<file path="src/rtl/sc_speed_pkg.sv">
// Shared types and constants for the speed-driven move tick generator.
// Holds the FSM encoding, default parameter values and the clamp-level helper.
package sc_speed_pkg;

    typedef enum logic [1:0] {
        ST_IDLE  = 2'b00,
        ST_RUN   = 2'b01,
        ST_PAUSE = 2'b10
    } sc_state_e;

    localparam int unsigned DEF_SPEED_DATAWIDTH  = 24;
    localparam int unsigned DEF_PERIOD_DATAWIDTH = 26;
    localparam int unsigned DEF_BASE_PERIOD      = 25_000_000;
    localparam int unsigned DEF_STEP_PERIOD      = 2_500_000;
    localparam int unsigned DEF_MIN_PERIOD       = 2_500_000;

    // First speed level whose linear period would reach or pass the floor.
    function automatic int unsigned sc_max_level(input int unsigned base_period,
                                                 input int unsigned min_period,
                                                 input int unsigned step_period);
        return (base_period - min_period) / step_period;
    endfunction

endpackage

</file>
<file path="src/rtl/sc_speed_tick_gen_if.sv">
// Signal bundle between the speed counter side and the tick generator.
// Handshake: none -- level/run/clear are sampled every clock; outputs are registered levels/pulses.
interface sc_speed_tick_gen_if
    import sc_speed_pkg::*;
#(
    parameter int unsigned SPEED_DATAWIDTH  = DEF_SPEED_DATAWIDTH,
    parameter int unsigned PERIOD_DATAWIDTH = DEF_PERIOD_DATAWIDTH
);
    logic [SPEED_DATAWIDTH-1:0]  SC_speed_level_InBUS;
    logic                        SC_run_InLow;
    logic                        SC_clear_InLow;
    logic                        SC_tick_OutLow;
    logic [PERIOD_DATAWIDTH-1:0] SC_period_OutBUS;
    logic [7:0]                  SC_tickcount_OutBUS;
    sc_state_e                   SC_state_OutDBG;

    modport master (
        output SC_speed_level_InBUS,
        output SC_run_InLow,
        output SC_clear_InLow,
        input  SC_tick_OutLow,
        input  SC_period_OutBUS,
        input  SC_tickcount_OutBUS,
        input  SC_state_OutDBG
    );

    modport slave (
        input  SC_speed_level_InBUS,
        input  SC_run_InLow,
        input  SC_clear_InLow,
        output SC_tick_OutLow,
        output SC_period_OutBUS,
        output SC_tickcount_OutBUS,
        output SC_state_OutDBG
    );
endinterface

</file>
<file path="src/rtl/sc_speed_period_calc.sv">
// Combinational speed level to tick period mapping with a floor clamp.
// The clamp compare runs at full level width so the multiply never sees a large level.
module sc_speed_period_calc
    import sc_speed_pkg::*;
#(
    parameter int unsigned SPEED_DATAWIDTH  = DEF_SPEED_DATAWIDTH,
    parameter int unsigned PERIOD_DATAWIDTH = DEF_PERIOD_DATAWIDTH,
    parameter int unsigned BASE_PERIOD      = DEF_BASE_PERIOD,
    parameter int unsigned STEP_PERIOD      = DEF_STEP_PERIOD,
    parameter int unsigned MIN_PERIOD       = DEF_MIN_PERIOD
) (
    input  logic [SPEED_DATAWIDTH-1:0]  level_i,
    output logic [PERIOD_DATAWIDTH-1:0] period_o
);
    localparam int unsigned MAX_LEVEL = sc_max_level(BASE_PERIOD, MIN_PERIOD, STEP_PERIOD);
    localparam logic [SPEED_DATAWIDTH-1:0]  MAX_LEVEL_W = SPEED_DATAWIDTH'(MAX_LEVEL);
    localparam logic [PERIOD_DATAWIDTH-1:0] BASE_W      = PERIOD_DATAWIDTH'(BASE_PERIOD);
    localparam logic [PERIOD_DATAWIDTH-1:0] STEP_W      = PERIOD_DATAWIDTH'(STEP_PERIOD);
    localparam logic [PERIOD_DATAWIDTH-1:0] MIN_W       = PERIOD_DATAWIDTH'(MIN_PERIOD);

    logic [PERIOD_DATAWIDTH-1:0] level_p;

    // Below MAX_LEVEL the level is small enough that narrowing it is lossless.
    assign level_p = PERIOD_DATAWIDTH'(level_i);

    always_comb begin
        period_o = MIN_W;
        if (level_i < MAX_LEVEL_W) begin
            period_o = BASE_W - (level_p * STEP_W);
        end
    end
endmodule

</file>
<file path="src/rtl/sc_speed_tick_gen.sv">
// Move tick generator: counts down the speed-derived period and emits a one-cycle low tick.
// The period is only re-evaluated at period boundaries, so level changes never glitch a period.
module sc_speed_tick_gen
    import sc_speed_pkg::*;
#(
    parameter int unsigned SPEED_DATAWIDTH  = DEF_SPEED_DATAWIDTH,
    parameter int unsigned PERIOD_DATAWIDTH = DEF_PERIOD_DATAWIDTH,
    parameter int unsigned BASE_PERIOD      = DEF_BASE_PERIOD,
    parameter int unsigned STEP_PERIOD      = DEF_STEP_PERIOD,
    parameter int unsigned MIN_PERIOD       = DEF_MIN_PERIOD
) (
    input  logic                SC_upSPEEDCOUNTER_CLOCK_50,
    input  logic                SC_upSPEEDCOUNTER_RESET_InHigh,
    sc_speed_tick_gen_if.slave  io
);
    sc_state_e                   state_q, state_d;
    logic [PERIOD_DATAWIDTH-1:0] cnt_q, cnt_d;
    logic [PERIOD_DATAWIDTH-1:0] period_q, period_d;
    logic                        tick_q, tick_d;
    logic [7:0]                  tickcount_q, tickcount_d;
    logic [PERIOD_DATAWIDTH-1:0] calc_period;

    sc_speed_period_calc #(
        .SPEED_DATAWIDTH  (SPEED_DATAWIDTH),
        .PERIOD_DATAWIDTH (PERIOD_DATAWIDTH),
        .BASE_PERIOD      (BASE_PERIOD),
        .STEP_PERIOD      (STEP_PERIOD),
        .MIN_PERIOD       (MIN_PERIOD)
    ) u_period_calc (
        .level_i  (io.SC_speed_level_InBUS),
        .period_o (calc_period)
    );

    always_ff @(posedge SC_upSPEEDCOUNTER_CLOCK_50 or posedge SC_upSPEEDCOUNTER_RESET_InHigh) begin
        if (SC_upSPEEDCOUNTER_RESET_InHigh) begin
            state_q     <= ST_IDLE;
            cnt_q       <= '0;
            period_q    <= PERIOD_DATAWIDTH'(BASE_PERIOD);
            tick_q      <= 1'b1;
            tickcount_q <= '0;
        end else begin
            state_q     <= state_d;
            cnt_q       <= cnt_d;
            period_q    <= period_d;
            tick_q      <= tick_d;
            tickcount_q <= tickcount_d;
        end
    end

    always_comb begin
        state_d     = state_q;
        cnt_d       = cnt_q;
        period_d    = period_q;
        tick_d      = 1'b1;
        tickcount_d = tickcount_q;

        if (!io.SC_clear_InLow) begin
            state_d     = ST_IDLE;
            cnt_d       = '0;
            tickcount_d = '0;
            period_d    = calc_period;
        end else begin
            case (state_q)
                ST_IDLE: begin
                    if (!io.SC_run_InLow) begin
                        state_d  = ST_RUN;
                        period_d = calc_period;
                        cnt_d    = calc_period - PERIOD_DATAWIDTH'(1);
                    end
                end
                // Resuming from PAUSE counts on the same edge, so an N-cycle pause costs exactly N.
                ST_RUN, ST_PAUSE: begin
                    if (io.SC_run_InLow) begin
                        state_d = ST_PAUSE;
                    end else begin
                        state_d = ST_RUN;
                        if (cnt_q != '0) begin
                            cnt_d = cnt_q - PERIOD_DATAWIDTH'(1);
                        end else begin
                            tick_d      = 1'b0;
                            tickcount_d = tickcount_q + 8'd1;
                            period_d    = calc_period;
                            cnt_d       = calc_period - PERIOD_DATAWIDTH'(1);
                        end
                    end
                end
                default: begin
                    state_d = ST_IDLE;
                end
            endcase
        end
    end

    assign io.SC_tick_OutLow      = tick_q;
    assign io.SC_period_OutBUS    = period_q;
    assign io.SC_tickcount_OutBUS = tickcount_q;
    assign io.SC_state_OutDBG     = state_q;
endmodule

</file>
<file path="src/flat_wrapper.sv">
// flat-port wrapper written by rule: the top's interface ports become plain ports
module sc_speed_tick_gen_flat import sc_speed_pkg::*;
#(
    parameter int unsigned SPEED_DATAWIDTH  = DEF_SPEED_DATAWIDTH,
    parameter int unsigned PERIOD_DATAWIDTH = DEF_PERIOD_DATAWIDTH,
    parameter int unsigned BASE_PERIOD      = DEF_BASE_PERIOD,
    parameter int unsigned STEP_PERIOD      = DEF_STEP_PERIOD,
    parameter int unsigned MIN_PERIOD       = DEF_MIN_PERIOD
)
  (SC_upSPEEDCOUNTER_CLOCK_50, SC_upSPEEDCOUNTER_RESET_InHigh, io_SC_speed_level_InBUS, io_SC_run_InLow, io_SC_clear_InLow, io_SC_tick_OutLow, io_SC_period_OutBUS, io_SC_tickcount_OutBUS, io_SC_state_OutDBG);
  sc_speed_tick_gen_if #(.SPEED_DATAWIDTH(SPEED_DATAWIDTH), .PERIOD_DATAWIDTH(PERIOD_DATAWIDTH)) io_i ();
  input  logic SC_upSPEEDCOUNTER_CLOCK_50;
  input  logic SC_upSPEEDCOUNTER_RESET_InHigh;
  input wire logic [$bits(io_i.SC_speed_level_InBUS)-1:0] io_SC_speed_level_InBUS;
  input wire logic [$bits(io_i.SC_run_InLow)-1:0] io_SC_run_InLow;
  input wire logic [$bits(io_i.SC_clear_InLow)-1:0] io_SC_clear_InLow;
  output wire logic [$bits(io_i.SC_tick_OutLow)-1:0] io_SC_tick_OutLow;
  output wire logic [$bits(io_i.SC_period_OutBUS)-1:0] io_SC_period_OutBUS;
  output wire logic [$bits(io_i.SC_tickcount_OutBUS)-1:0] io_SC_tickcount_OutBUS;
  output wire logic [$bits(io_i.SC_state_OutDBG)-1:0] io_SC_state_OutDBG;
  assign io_i.SC_speed_level_InBUS = io_SC_speed_level_InBUS;
  assign io_i.SC_run_InLow = io_SC_run_InLow;
  assign io_i.SC_clear_InLow = io_SC_clear_InLow;
  assign io_SC_tick_OutLow = io_i.SC_tick_OutLow;
  assign io_SC_period_OutBUS = io_i.SC_period_OutBUS;
  assign io_SC_tickcount_OutBUS = io_i.SC_tickcount_OutBUS;
  assign io_SC_state_OutDBG = io_i.SC_state_OutDBG;
  sc_speed_tick_gen #(.SPEED_DATAWIDTH(SPEED_DATAWIDTH), .PERIOD_DATAWIDTH(PERIOD_DATAWIDTH), .BASE_PERIOD(BASE_PERIOD), .STEP_PERIOD(STEP_PERIOD), .MIN_PERIOD(MIN_PERIOD)) u_core (.SC_upSPEEDCOUNTER_CLOCK_50(SC_upSPEEDCOUNTER_CLOCK_50), .SC_upSPEEDCOUNTER_RESET_InHigh(SC_upSPEEDCOUNTER_RESET_InHigh), .io(io_i));
endmodule
</file>
<file path="config.mk">
export PLATFORM = sky130hd
export DESIGN_NAME = sc_speed_tick_gen_flat
export DESIGN_NICKNAME = d
export VERILOG_FILES = /design/src/rtl/sc_speed_pkg.sv /design/src/rtl/sc_speed_tick_gen_if.sv /design/src/rtl/sc_speed_period_calc.sv /design/src/rtl/sc_speed_tick_gen.sv /design/src/flat_wrapper.sv
export SDC_FILE = /design/constraint.sdc
export NUM_CORES = 1
export LEC_CHECK = 0
export CORE_MARGIN = 3
export CORE_UTILIZATION = 30
export DETAILED_ROUTE_END_ITERATION = 7
export PLACE_DENSITY_LB_ADDON = 0.12
export SLEW_MARGIN = 30
export SYNTH_ARGS = -nofsm -noshare
export SYNTH_HDL_FRONTEND = slang
export SYNTH_SLANG_ARGS = --single-unit
</file>
<file path="constraint.sdc">
create_clock -name SC_upSPEEDCOUNTER_CLOCK_50 -period 5.94 [get_ports SC_upSPEEDCOUNTER_CLOCK_50]
set_input_delay 1.188 -clock SC_upSPEEDCOUNTER_CLOCK_50 [delete_from_list [all_inputs] [get_ports SC_upSPEEDCOUNTER_CLOCK_50]]
set_output_delay 1.188 -clock SC_upSPEEDCOUNTER_CLOCK_50 [all_outputs]
set_load 0.005 [all_outputs]
</file>
* Yosys cells after proc, flatten, opt, wreduce, memory -nomap -nowiden
Index checks and enable logic that the tools add are counted.
** Storage, ports and cells
- Flip-flop bits (word level) :: 63
- Bits of input ports :: 28
- Output and inout bits :: 37
- Word-level logic and storage cells :: 49
** Cells by class
- $add $sub $neg :: 4
- Multiply operators :: 1
- Magnitude comparators :: 1
- Equal/unequal tests :: 9
- Multiplexer cells :: 23
- Reductions and logical operators :: 6
** Operators by type and width (number)
- 26-bit 2-to-1 mux :: 9
- 26-bit case mux with 2 select lines :: 2
- 26-bit by 1-bit subtractor with 26-bit output (second input constant) :: 2
- 8-bit 2-to-1 mux :: 4
- 26-bit nonzero test :: 1
- 25-bit by 26-bit subtractor with 26-bit output (first input constant) :: 1
- 24-bit by 4-bit < comparator with 1-bit output (second input constant) :: 1
- 24-bit by 17-bit multiplier with 21-bit output (second input constant) :: 1
- 3-bit != test (second input constant) :: 3
- 8-bit by 1-bit adder with 8-bit output (second input constant) :: 1
- 2-bit 2-to-1 mux :: 3
- 3-bit AND reduction :: 2
- 1-bit 2-to-1 mux :: 4
- 2-bit != test (second input constant) :: 2
- 2-bit case mux with 2 select lines :: 1
- 4-bit AND reduction :: 1
- 3-bit by 1-bit != test with 1-bit output (second input constant) :: 1
- 2-bit by 1-bit == test with 1-bit output (second input constant) :: 1
- 2-bit == test (second input constant) :: 1
- 2-bit zero test :: 1
- 2-bit by 1-bit != test with 1-bit output (second input constant) :: 1
- 2-bit OR reduction :: 1

* Depth between registers and ports, before layout
- Depth after elaboration :: 8
- Gate-level depth with buffers :: 23

* By module
Synthesis repeated with hierarchy kept, for this count alone.
** Second synthesis, totals
- Cell total of the unflattened synthesis :: 856
- Area total of the unflattened synthesis :: 7877.6 µm²
** By module, submodules not included
- sc_speed_period_calc :: times used 1, cells each 460, area an instance 4096.4 µm², sequential area each 0.0 µm²
- sc_speed_tick_gen :: times used 1, cells each 396, area an instance 3781.1 µm², sequential area each 1592.8 µm²

* Least setup slack after synthesis
Ideal clock, no wire load.
- Path type :: input-to-reg
- Start :: input port io_SC_speed_level_InBUS[7]
- End :: register u_core.cnt_q[25]
- Library setup time :: 0.132 ns
- Data arrival time :: 6.465 ns
- Path slack :: -0.656 ns
- Stages :: 21
- Buffers on the path :: 2
- Path through :: ha_1 -> ha_1 -> ha_1 -> fa_1 -> fa_1 -> inv_1 -> fa_1 -> inv_1 -> ha_1 -> clkbuf_1 -> a211o_1 -> a211o_1 -> a211oi_2 -> o311a_1 -> or2_1 -> buf_6 -> o21ai_2 -> or2_0 -> nor4b_2 -> a2111oi_2 -> or3b_1
** On the way
- Word-level cells in the longest chain between the ends :: 8
- Elaborated cells between the ends (all ways) :: 10
- Classes of those cells :: 2 x add/sub; 1 x mul; 1 x order compare; 6 x mux
** RTL lines
- start, declared :: line flat_wrapper.sv:14 : input wire logic [$bits(io_i.SC_speed_level_InBUS)-1:0] io_SC_speed_level_InBUS;
- 24-bit by 17-bit multiplier with 21-bit output :: line sc_speed_period_calc.sv:29 : period_o = BASE_W - (level_p * STEP_W);
- 25-bit by 26-bit subtractor with 26-bit output :: line sc_speed_period_calc.sv:29
- 26-bit 2-to-1 mux * :: line sc_speed_period_calc.sv:28 : if (level_i < MAX_LEVEL_W) begin
- 26-bit by 1-bit subtractor with 26-bit output * :: line sc_speed_tick_gen.sv:68, sc_speed_tick_gen.sv:83
- 26-bit 2-to-1 mux :: line sc_speed_tick_gen.sv:77 : if (cnt_q != '0) begin
- 26-bit 2-to-1 mux :: line sc_speed_tick_gen.sv:73 : if (io.SC_run_InLow) begin
- 26-bit case mux with 2 select lines * :: line sc_speed_tick_gen.sv:63 : case (state_q)
- 26-bit 2-to-1 mux * :: line sc_speed_tick_gen.sv:57 : if (!io.SC_clear_InLow) begin
- end signal, assigned :: line sc_speed_tick_gen.sv:43 : cnt_q <= cnt_d;
- end, declared :: line sc_speed_tick_gen.sv:17 : logic [PERIOD_DATAWIDTH-1:0] cnt_q, cnt_d;
Mark *: on every way between the ends. The rest lies on a longest branch, timed or not. The select of a mux whose other input is x is not followed.
A chain may end at the register's enable or synchronous reset.

* Worst setup path in the final report
- Start :: input port io_SC_speed_level_InBUS[3]
- End :: register u_core.cnt_q[25]
Same word-level chain as after synthesis.

==> impl_metrics.py <==
metrics = {
    "synthesis": {
        "synth-main-ff-cell": "dfrtp_1",
        "yosys.cell_count.top_type": "inv_1",
        "yosysWarnings": 0,
        "synthArstFlopShare": 1.00,
        "yosys-top-cells-area": "ha_1, dfrtp_1, fa_1",
        "yosys.cell_types.count": 73,
        "synthXorXnorAreaFrac": 0.0737,
        "ys_seq_elements": 58,
        "synth_adder_area_share": 0.325,
        "synth_compound_area_frac": 0.162,
        "netlist.area_leader.share": 0.189,
        "synth_area_um2": 7950,
        "synth-edff-count": 0,
        "synth_commonest_cells": "inv_1, ha_1, nand2_1",
        "synthCells": 937,
        "syn-mean-instance-area_um2": 8.48,
        "yosys.area_share.simple": 0.163,
        "ys_seq_area_frac": 0.185,
        "synth_top_family_by_area": "adder cells",
        "synthMuxAreaShare": 0.00771,
        "synth_top_cell_by_area": "ha_1",
    },
    "setup_path": {
        "crit_required_ns": 6.15,
        "cp-end-kind": "flip-flop",
        "cp_max_fo": 5,
        "reg2reg_depth": 10,
        "crit_type": "input port to flip-flop",
        "arrival_ns": 6.29,
        "worst_setup_path_start_kind": "input port",
    },
    "global_routing": {
        "grt_max_degree": 59,
        "grt_pass1_wl_um": 39400,
        "grt_pass1_vias": 7580,
        "antenna_found_initial": 0,
        "grt_overflow_total": 0,
        "grt_usage": 0.170,
    },
    "cts": {
        "hold_buffers": 0,
        "cts.htree.levels": 3,
        "cts_sinks": 58,
        "cts_tree": "done",
        "root_buffer": "clkbuf_16",
        "clock_path_buffers": 2,
        "insertion_delay_ns": 0.33,
        "clk_pin_slew_ns": 0.05,
        "numCtsBuffers": 9,
    },
    "drt": {
        "drtIter0Drc": 346,
        "routed_via_density": 4.86,
        "num_vias": 7290,
        "postRouteAntennaNets": 0,
        "routedWlPerCell_um": 15.9,
        "wl_um": 23900,
        "drt-pass1-iter-count": 5,
        "route.detailed.drc": 0,
    },
    "die": {
        "start_util": 0.310,
        "core_um2": 25600,
        "pin_count": 65,
        "num_rows": 58,
        "fp.dieArea_um2": 28500,
        "die_width_um": 169,
        "die_height_um": 169,
    },
    "cells_and_area": {
        "area_growth_pct": 47.3,
        "nets": 1367,
        "postLayoutCoreUtil": 0.457,
        "drive_gt1_frac": 0.332,
    },
    "sta": {
        "min_period_ns": 6.08,
        "timing.final.ws_setup_ns": -0.144,
        "worst-slew-pin-transition_ns": 0.889,
        "slew_violations": 0,
        "setup_violations": 4,
        "hold_viol_final": 0,
        "rsz0062_at_grt": "yes",
        "clock_skew_ns": 0.00547,
        "slew_headroom": 0.402,
        "hold_ws_ns": 0.460,
        "post-route-period-util": 1.02,
        "fmax_mhz": 164,
    },
    "outcome": {
        "violations": "setup timing",
        "status": "complete, but fails checks",
    },
    "placement": {
        "place.gp.congestion": 0.827,
        "hpwl_um": 19300,
        "pre_cts_slack_ns": -1.24,
        "port-buffer-count": 59,
    },
    "job": {
        "max_cap_violations": 0,
    },
    "hold_path": {
        "holdPathStages": 2,
        "hp-class": "flip-flop to flip-flop",
    },
}
==> final timing paths <==
kind	from	to	slack, ns
worst max-delay path	io_SC_speed_level_InBUS[3]	u_core.cnt_q[25]	-0.14
worst min-delay path	u_core.io.SC_period_OutBUS[20]	u_core.io.SC_period_OutBUS[20]	0.46
worst max register to register	u_core.cnt_q[12]	u_core.io.SC_period_OutBUS[9]	1.98
worst min register to register	u_core.io.SC_period_OutBUS[20]	u_core.io.SC_period_OutBUS[20]	0.46
max in group asynchronous	SC_upSPEEDCOUNTER_RESET_InHigh	u_core.io.SC_period_OutBUS[7]	4.03
min in group asynchronous	SC_upSPEEDCOUNTER_RESET_InHigh	u_core.io.SC_tickcount_OutBUS[0]	1.39
==> repair_timing <==
| action | 4_1_cts | 5_1_grt |
|---|---|---|
| buffers inserted | 12 | 8 |
| gates cloned | 0 | 0 |
| endpoints found under the setup margin | 22 | 15 |
| endpoints found under the hold margin | 0 | 0 |
| pin swaps | 58 | 71 |
| gates resized for setup | 134 | 90 |
==> kinds of logic (layout without fill, tap and decap cells) <==
family | Yosys count | in the layout
AO/OA/AOI/OAI | 205 | 205
XOR/XNOR | 66 | 66
adder cells (fa/ha/maj) | 174 | 174
buffers and inverters | 169 | 398
flip-flops | 58 | 58
multiplexers | 6 | 6
other | 1 | 6
AND/OR/NAND/NOR | 258 | 258
==> placed cells by master (no fill, tap or decap), drive strengths merged, types with 4 or more instances in the layout <==
cell type and count:
buf 203, inv 130, ha 120, nand2 78, o21ai 74, fa 54, nor2 50, a21oi 50
xnor2 48, dfrtp 45, clkdlybuf4s50 44, nor3 28, nand3 20, xor2 18, and2 14, clkbuf 14
dfstp 13, nor4 12, a31oi 11, and3 10, nand4 10, nand2b 8, a211oi 8, o211ai 7
a211o 6, o21a 6, o31ai 6, or2 6, a2111oi 6, nor2b 5, conb 5, mux2i 5
or3 5, o221ai 4, nor4b 4
==> final cells by class <==
cell class              count  area [um^2]
diodes                      1         2.50
repair buffers            252         2060
clock buffers              10          229
well taps                 330          413
inverters                 130          490
fillers                  2528        13900
clock inverters             6          105
flip-flops and latches     58         1470
multi-input cells         714         6940
==> metrics by stage <==
stage / area, um^2 / TNS (ns) / instances
6_report: 11700 / -0.318 / 1501
5_1_grt: 11700 / -1.89 / 1500
4_1_cts: 11200 / -0.553 / 1492
3_5_place_dp: 10400 / -19.48 / 1464
3_3_place_gp: 10400 / -18.85 / 1464
2_1_floorplan: 8280 / -0.868 / 941
==> critical path, cell delays in order <==
cell,delay (ns)
buf_12,0.11
ha_4,0.27
ha_4,0.20
ha_4,0.15
fa_1,0.47
ha_1,0.30
inv_2,0.04
fa_1,0.52
inv_2,0.05
ha_4,0.22
o21a_1,0.21
and2_4,0.16
or4_4,0.54
o311a_4,0.38
or2_4,0.25
buf_6,0.13
nor3_4,0.25
buf_6,0.15
xnor2_4,0.11
and2_4,0.16
a2111oi_2,0.05
or3b_1,0.36
==> metal layers <==
layer / up-vias / part of all wire / track usage
met4: 0 / 0.014 / 0.0349
met2: 108 / 0.45 / 0.272
met5: - / 0 / 0
met1: 3508 / 0.50 / 0.244
li1: 3654 / - / -
met3: 20 / 0.037 / 0.0269
==> state kept, by name (all words and copies together), names as in the netlist <==
name                           flops
u_core.cnt_q                      26
u_core.io.SC_period_OutBUS        21
u_core.io.SC_state_OutDBG          2
u_core.io.SC_tick_OutLow           1
u_core.io.SC_tickcount_OutBUS      8
Power is left out: the tool's default activity adds up to more than one toggle a clock period on the data nets, which glitch-free logic cannot reach.
==> patch, RTL diff (config.mk and constraints unchanged) <==
`DEF_SPEED_DATAWIDTH`: 24 -> 48.
--- a/src/rtl/sc_speed_pkg.sv
+++ b/src/rtl/sc_speed_pkg.sv
@@ -10,3 +10,3 @@
 
-    localparam int unsigned DEF_SPEED_DATAWIDTH  = 24;
+    localparam int unsigned DEF_SPEED_DATAWIDTH  = 48;
     localparam int unsigned DEF_PERIOD_DATAWIDTH = 26;
Ports: changed (resized io_SC_speed_level_InBUS); port bits go from 65 to 89. No check against the original RTL was run, so the function may have changed too.
==> patch against the original RTL <==
  * The flow still finishes with violations (negative setup slack)
  * Routed wire length increased by 4.1%
  * First-iteration DRC count rose by 1.7%
  * Area after synthesis rose by 2.4%
  * Final area is 8.0% higher
  * Critical endpoint is now u_core.cnt_q[24]
  * Worst setup slack got worse by 0.30 ns
  * Sequential cell count did not move
  * Count of clock-buffer cells in the layout fell by 1
  * Non-clock buffer count is 65 higher
  * Die area increased by 2.3%
  * Global-route usage rose by 0.35 points
  * Final cell count grew 5.1%
==> patch: results (changes against the original RTL) <==
status:
  status: "finished with violations"
  failed_checks: "negative setup slack"
placed_design:
  gp_congestion: 0.790  # -4.4%
  placed_area_mm2: 0.0111  # +7.1%
  port_buffers: 83  # +41%
  place_ws_ns: -1.38  # -0.142 ns
  hpwlAfterDp_mm: 20.1  # +3.8%
  dp.cells: 1522  # +4.0%
critical_path:
  critPathMaxFanout: 4  # -1
  crit_start: "io_SC_speed_level_InBUS[5]"
  rrSetupSlack_ns: 2.08  # +0.10 ns
  critPathArrivalTime_ns: 6.60  # +0.31 ns
  regToRegStartpoint: "u_core.cnt_q[0]"
  reg2reg_depth: 13  # +3
worst_hold_path:
  min_from: "u_core.io.SC_period_OutBUS[22]"
  hold_path_end: "u_core.io.SC_period_OutBUS[22]"
global_route:
  grt_pass1_wl_mm: 40.8  # +3.4%
  grt_pass1_vias: 7954  # +4.9%
clock_tree:
  clock_latency_ns: 0.34
layout:
  diodes: 0  # -1
  layout-drive-gt1-share_pct: 36.5  # +3.3 points
logic_synthesis:
  ys_types: 75  # +2.7%
  synth_common_cells: "124 x inv_1, 120 x ha_1, 73 x nand2_1"
  synth_area_leaders: "ha_1 18%, dfrtp_1 14%, fa_1 13%"
  ys_seq_area_share_pct: 18.0  # -0.43 points
  synthCells: 941  # +0.43%
timing:
  finalHoldWorstSlack_ns: 0.453  # -0.00715 ns
  fin_tns_setup_ns: -1.76  # -1.45 ns
  slew_headroom_pct: 49.3  # +9.1 points
  setup_slack_ns: -0.443  # -0.299 ns
  fin_skew_ns: 0.0117  # +0.00626 ns
  setup_viol: 7  # +3
route:
  vias: 7691  # +5.5%
  dr.pass1.iters: 4  # -1
  wire_per_inst_um: 15.8  # -0.94%
  finalWirelength_mm: 24.9  # +4.1%
pwr:
  p_switching_mw: 3.97
-- patch: cell type report --
type	count	area, µm²
clock buffers	9	225
clock inverters	7	125
fillers	2499	13700
inverters	124	495
multi-input cells	728	7250
flip-flops and latches	58	1470
well taps	335	419
repair buffers	317	2670
-- patch: worst max-delay path by stage --
stage	end	slack [ns]
after floorplan	u_core.cnt_q[25]	-0.41
after detailed placement	u_core.cnt_q[25]	-1.38
after global placement	u_core.cnt_q[25]	-1.34
after CTS	u_core.cnt_q[25]	-0.49
final	u_core.cnt_q[24]	-0.44
after global routing	u_core.cnt_q[24]	-0.59
-- patch: metal layers --
layer	GRT usage (%)	part of all wire, %
met1	25.8	51
met2	27.7	46
met3	1.99	2.4
met5	0	0
met4	2.43	0.36
-- patch: what timing repair did --
item                                    in CTS  in global routing
setup buffers                               20                 24
resized for setup                          125                116
endpoints found under the setup margin      21                 20
hold endpoints to repair                     0                  0
pin swaps                                   57                100
-- patch: critical path: stages --
cell and delay [ns]:
buf_6 0.10, buf_6 0.11, ha_4 0.24, ha_4 0.27
ha_4 0.11, inv_2 0.03, fa_1 0.51, fa_2 0.44
fa_1 0.53, inv_2 0.05, ha_4 0.27, and3b_1 0.18
a211oi_2 0.28, o311ai_4 0.18, buf_4 0.17, a2111o_1 0.46
buf_6 0.15, a2111oi_4 0.36, nand4_1 0.20, or4_4 0.52
mux2i_1 0.16, nand2_1 0.08
-- patch: logic make-up after synthesis --
| group | share of synthesized area, % |
|---|---|
| AOI/OAI and AO/OA | 17.2 |
| xor gates and xnor gates | 6.55 |
| adders and majority gates | 31.7 |
| buffers and inverters | 7.69 |
| DFF | 18.0 |
| muxes | 1.03 |
| other | 0.0461 |
| and+or+nand+nor | 17.7 |
